File: config.mk
export PLATFORM = sky130hd
export DESIGN_NAME = circular_shifter
export DESIGN_NICKNAME = d
export VERILOG_FILES = /design/src/rtl/transpose_pkg.sv /design/src/rtl/circular_shifter_rotate_stage.sv /design/src/rtl/circular_shifter.sv
export SDC_FILE = /design/constraint.sdc
export NUM_CORES = 1
export LEC_CHECK = 0
export CAP_MARGIN = 20
export CORE_UTILIZATION = 57
export CTS_CLUSTER_SIZE = 8
export DETAILED_ROUTE_END_ITERATION = 6
export GPL_ROUTABILITY_DRIVEN = 0
export PLACE_DENSITY = 0.95
export SYNTH_ARGS = -nofsm -noshare
export SYNTH_HDL_FRONTEND = slang
export SYNTH_HIERARCHICAL = 1
export SYNTH_SLANG_ARGS = --single-unit
File: constraint.sdc
create_clock -name clk -period 3.6 [get_ports clk]
set_input_delay 0.72 -clock clk [delete_from_list [all_inputs] [get_ports clk]]
set_output_delay 0.72 -clock clk [all_outputs]
set_load 0.05 [all_outputs]
File: src/rtl/transpose_pkg.sv
// Shared constants for the matrix-transpose datapath, plus the per-stage
// rotate amount used by the log-stage rotator.
package transpose_pkg;

   localparam int unsigned DATA_WIDTH  = 3;
   localparam int unsigned NUM_PE      = 8;
   localparam int unsigned TOTAL_WIDTH = DATA_WIDTH * NUM_PE;

   // Stage i rotates by 2^i, reduced modulo the row width.
   function automatic int unsigned stage_rot(input int unsigned stage,
                                             input int unsigned width);
      return (32'd1 << stage) % width;
   endfunction

endpackage

File: src/rtl/circular_shifter_rotate_stage.sv
// One log stage of the rotator: rotates by a constant when the selected amount
// bit is set. Data, valid and amount are either registered or passed through.
module rotate_stage #(
   parameter int unsigned WIDTH      = 24,
   parameter int unsigned AMT_BITS   = 5,
   parameter int unsigned SEL_BIT    = 0,
   parameter int unsigned ROT        = 1,
   parameter bit          ROT_LEFT   = 1'b1,
   parameter bit          REGISTERED = 1'b0
) (
   input  logic                clk_i,
   input  logic                reset_i,
   input  logic                valid_i,
   input  logic [WIDTH-1:0]    data_i,
   input  logic [AMT_BITS-1:0] amt_i,
   output logic                valid_o,
   output logic [WIDTH-1:0]    data_o,
   output logic [AMT_BITS-1:0] amt_o
);

   logic [WIDTH-1:0] rot_data;
   logic [WIDTH-1:0] data_d;

   always_comb begin
      if (ROT_LEFT) begin
         rot_data = (data_i << ROT) | (data_i >> (WIDTH - ROT));
      end else begin
         rot_data = (data_i >> ROT) | (data_i << (WIDTH - ROT));
      end
      data_d = amt_i[SEL_BIT] ? rot_data : data_i;
   end

   if (REGISTERED) begin : g_reg
      logic                valid_q;
      logic [WIDTH-1:0]    data_q;
      logic [AMT_BITS-1:0] amt_q;

      always_ff @(posedge clk_i) begin
         if (reset_i) begin
            valid_q <= 1'b0;
            data_q  <= '0;
            amt_q   <= '0;
         end else begin
            valid_q <= valid_i;
            data_q  <= data_d;
            amt_q   <= amt_i;
         end
      end

      assign valid_o = valid_q;
      assign data_o  = data_q;
      assign amt_o   = amt_q;
   end else begin : g_comb
      assign valid_o = valid_i;
      assign data_o  = data_d;
      assign amt_o   = amt_i;
   end

endmodule

File: src/rtl/circular_shifter.sv
// Registered barrel rotator for a packed row; direction fixed at elaboration,
// amount taken at run time and applied as a chain of log stages.
module circular_shifter #(
   parameter int unsigned TOTAL_WIDTH    = transpose_pkg::TOTAL_WIDTH,
   parameter int unsigned SHIFT_DIR      = 1,
   parameter int unsigned PIPELINE       = 0,
   parameter int unsigned SHIFT_AMT_BITS = $clog2(TOTAL_WIDTH)
) (
   input  logic                      clk,
   input  logic                      reset,
   input  logic                      in_valid,
   input  logic [TOTAL_WIDTH-1:0]    input_bits,
   input  logic [SHIFT_AMT_BITS-1:0] shift_amt,
   output logic                      out_valid,
   output logic [TOTAL_WIDTH-1:0]    output_bits
);

   import transpose_pkg::*;

   logic [TOTAL_WIDTH-1:0]    data_s [SHIFT_AMT_BITS+1];
   logic [SHIFT_AMT_BITS-1:0] amt_s  [SHIFT_AMT_BITS+1];
   logic [SHIFT_AMT_BITS:0]   valid_s;

   assign data_s[0]  = input_bits;
   assign amt_s[0]   = shift_amt;
   assign valid_s[0] = in_valid;

   // Without pipelining only the last stage registers, so the whole chain
   // collapses into one combinational rotate ahead of a single output register.
   for (genvar i = 0; i < SHIFT_AMT_BITS; i++) begin : g_stage
      rotate_stage #(
         .WIDTH      (TOTAL_WIDTH),
         .AMT_BITS   (SHIFT_AMT_BITS),
         .SEL_BIT    (i),
         .ROT        (stage_rot(i, TOTAL_WIDTH)),
         .ROT_LEFT   (SHIFT_DIR != 0),
         .REGISTERED ((PIPELINE != 0) || (i == SHIFT_AMT_BITS - 1))
      ) u_stage (
         .clk_i   (clk),
         .reset_i (reset),
         .valid_i (valid_s[i]),
         .data_i  (data_s[i]),
         .amt_i   (amt_s[i]),
         .valid_o (valid_s[i+1]),
         .data_o  (data_s[i+1]),
         .amt_o   (amt_s[i+1])
      );
   end

   assign out_valid   = valid_s[SHIFT_AMT_BITS];
   assign output_bits = data_s[SHIFT_AMT_BITS];

endmodule

==> impl_metrics.env <==
export IMPL_outcome="completed"
export IMPL_power_density_nw_per_um2=344.9
export IMPL_worstPathCellList="clkdlybuf4s50_1 > buf_4 > mux2_2 > mux2_2 > mux2_2 > mux2_2 > mux2i_1 > nor2_1"
export IMPL_sequentialPowerShare_pct=31.4
export IMPL_swShare_pct=33.81
export IMPL_clkSinkCount=25
export IMPL_die_y_um=69.43
export IMPL_tritoncts="yes"
export IMPL_drc_errors=0
export IMPL_crit_path_top_delay_cell="clkdlybuf4s50_1"
export IMPL_port_buffers=56
export IMPL_drt_iter0_markers=56
export IMPL_p_leak_nw=1.381
export IMPL_syn_area_per_cell_um2=12.83
export IMPL_final_cells=287
export IMPL_comb_power_share_pct=53.6
export IMPL_rsz0062_at_grt="no"
export IMPL_fin_tns_setup_ps=0
export IMPL_fp_dieW_um=69.43
export IMPL_antenna_found_initial=0
export IMPL_cts_path_max_buffers=2
export IMPL_final_common_cell="mux2_4"
export IMPL_finalCriticalPeriod_ps=2889
export IMPL_start_util_pct=59.51
export IMPL_synthCells=202
export IMPL_wl_per_cell_um=13.43
export IMPL_grt_overflow_total=0
export IMPL_nNetsFinal=268
export IMPL_grt_pass1_wl_um=6561
export IMPL_final_fill_count=339
export IMPL_rows=24
export IMPL_mostFrequentLayoutCells="80 x mux2_4, 56 x clkdlybuf4s50_1, 25 x dfxtp_1"
export IMPL_finalSetupViolCount=0
export IMPL_ios=57
export IMPL_multi_input_area_um2=1718
export IMPL_synth_fp_nets=234
export IMPL_cts_root_buf="clkbuf_8"
export IMPL_tightest_slew_ps=760.9
export IMPL_ctsResizeCount=0
export IMPL_core_area_um2=4354
export IMPL_worst_ep_required_time_ps=3720
export IMPL_post_route_period_util_pct=80.26
export IMPL_grt_usage_pct=16.48
export IMPL_die_area_um2=4820
export IMPL_max_freq_mhz=346.1
export IMPL_synth_yosys_warnings=6
export IMPL_crit_arrival_ps=3010
export IMPL_dr_total_vias=1476
export IMPL_regArea_um2=500.5
export IMPL_startpoint_type="input port"
export IMPL_p_int_w=0.0006683
export IMPL_max_cap_violations=0
export IMPL_maxSlewViolCount=0
export IMPL_netlist_area_um2=2591
export IMPL_layout_drive_gt1_share_pct=44.68
export IMPL_path_max_fanout=24
export IMPL_ir_drop_mv=0.1362
export IMPL_hold_violations=0
export IMPL_place_inst=283
export IMPL_diodes=0
export IMPL_final_antenna_net_count=0
export IMPL_ctsHtreeMaxLevel=1
export IMPL_path_delay_family="multiplexers"
export IMPL_hold_buffers=0
export IMPL_drtPass1Iterations=3
export IMPL_path_clk_slew_ps=70
export IMPL_area_growth_pct=12.99
export IMPL_postCtsSetupRepairBufs=0
export IMPL_critPathKind="in2reg"
export IMPL_hpwl_um=3400
export IMPL_critical_path_buf_inv_count=2
export IMPL_hp_class="in2reg"
export IMPL_cp_slowest_stage_delay_ps=460
export IMPL_switchingPower_w=0.0003414
export IMPL_drt_wl_total_um=3854
export IMPL_crit_path_end_kind="register"
export IMPL_grt_max_degree=26
export IMPL_cp_common_cell="mux2_2"
export IMPL_grt_pass1_vias=1483
export IMPL_routed_via_density=5.143
export IMPL_slew_headroom_pct=49.11
export IMPL_numCtsBuffers=3
export IMPL_pwr_share_clk_pct=15.0
metal layers:
layer | share of wire (%) | global-route usage (%) | vias up
met5 | 0 | 0 | -
met2 | 52 | 32.04 | 55
met1 | 41 | 18.42 | 655
met4 | 1.1 | 4.762 | 0
met3 | 5.0 | 2.035 | 5
li1 | - | - | 761
registers in the layout (all words and copies together), names as in the netlist:
name / cells
g_stage.u_stage/data_o: 24
g_stage.u_stage/valid_o: 1
cell type report:
cell class | instances | area share [%]
Sequential cell | 25 | 17.09
Clock buffer | 3 | 1.410
Multi-Input combinational cell | 145 | 58.68
Timing Repair Buffer | 61 | 20.43
Tap cell | 52 | 2.222
Clock inverter | 1 | 0.1709
path summary, 6_finish.rpt:
path / slack (ps) / cells after the start / from / to
worst min-delay path: 1020 / 2 / in_valid / g_stage[4].u_stage/valid_o
worst max-delay path: 710 / 8 / shift_amt[0] / g_stage[4].u_stage/data_o[20]
power by group through the flow:
stage          Sequential [W]  Clock [W]  Combinational [W]
5_1_grt              0.000320   0.000171           0.000575
3_5_place_dp         0.000324          0           0.000546
2_1_floorplan        0.000440          0           0.000327
3_3_place_gp         0.000323          0           0.000530
4_1_cts              0.000318   0.000157           0.000547
6_report             0.000317   0.000152           0.000541
metrics by stage:
step                area, um^2  util, %  power (W)  hold WS (ps)  setup slack (ps)
finish                    2928    67.24   0.001010          1022             710.6
global route              2928    67.24   0.001066          1019             618.4
CTS                       2928    67.24   0.001021          1021             706.6
detailed placement        2882    66.18  0.0008699          1303             441.7
global placement          2882    66.18  0.0008527          1294             501.5
floorplan                 2591        -  0.0007675         960.4              1234
(Power assumes the default switching activity.)
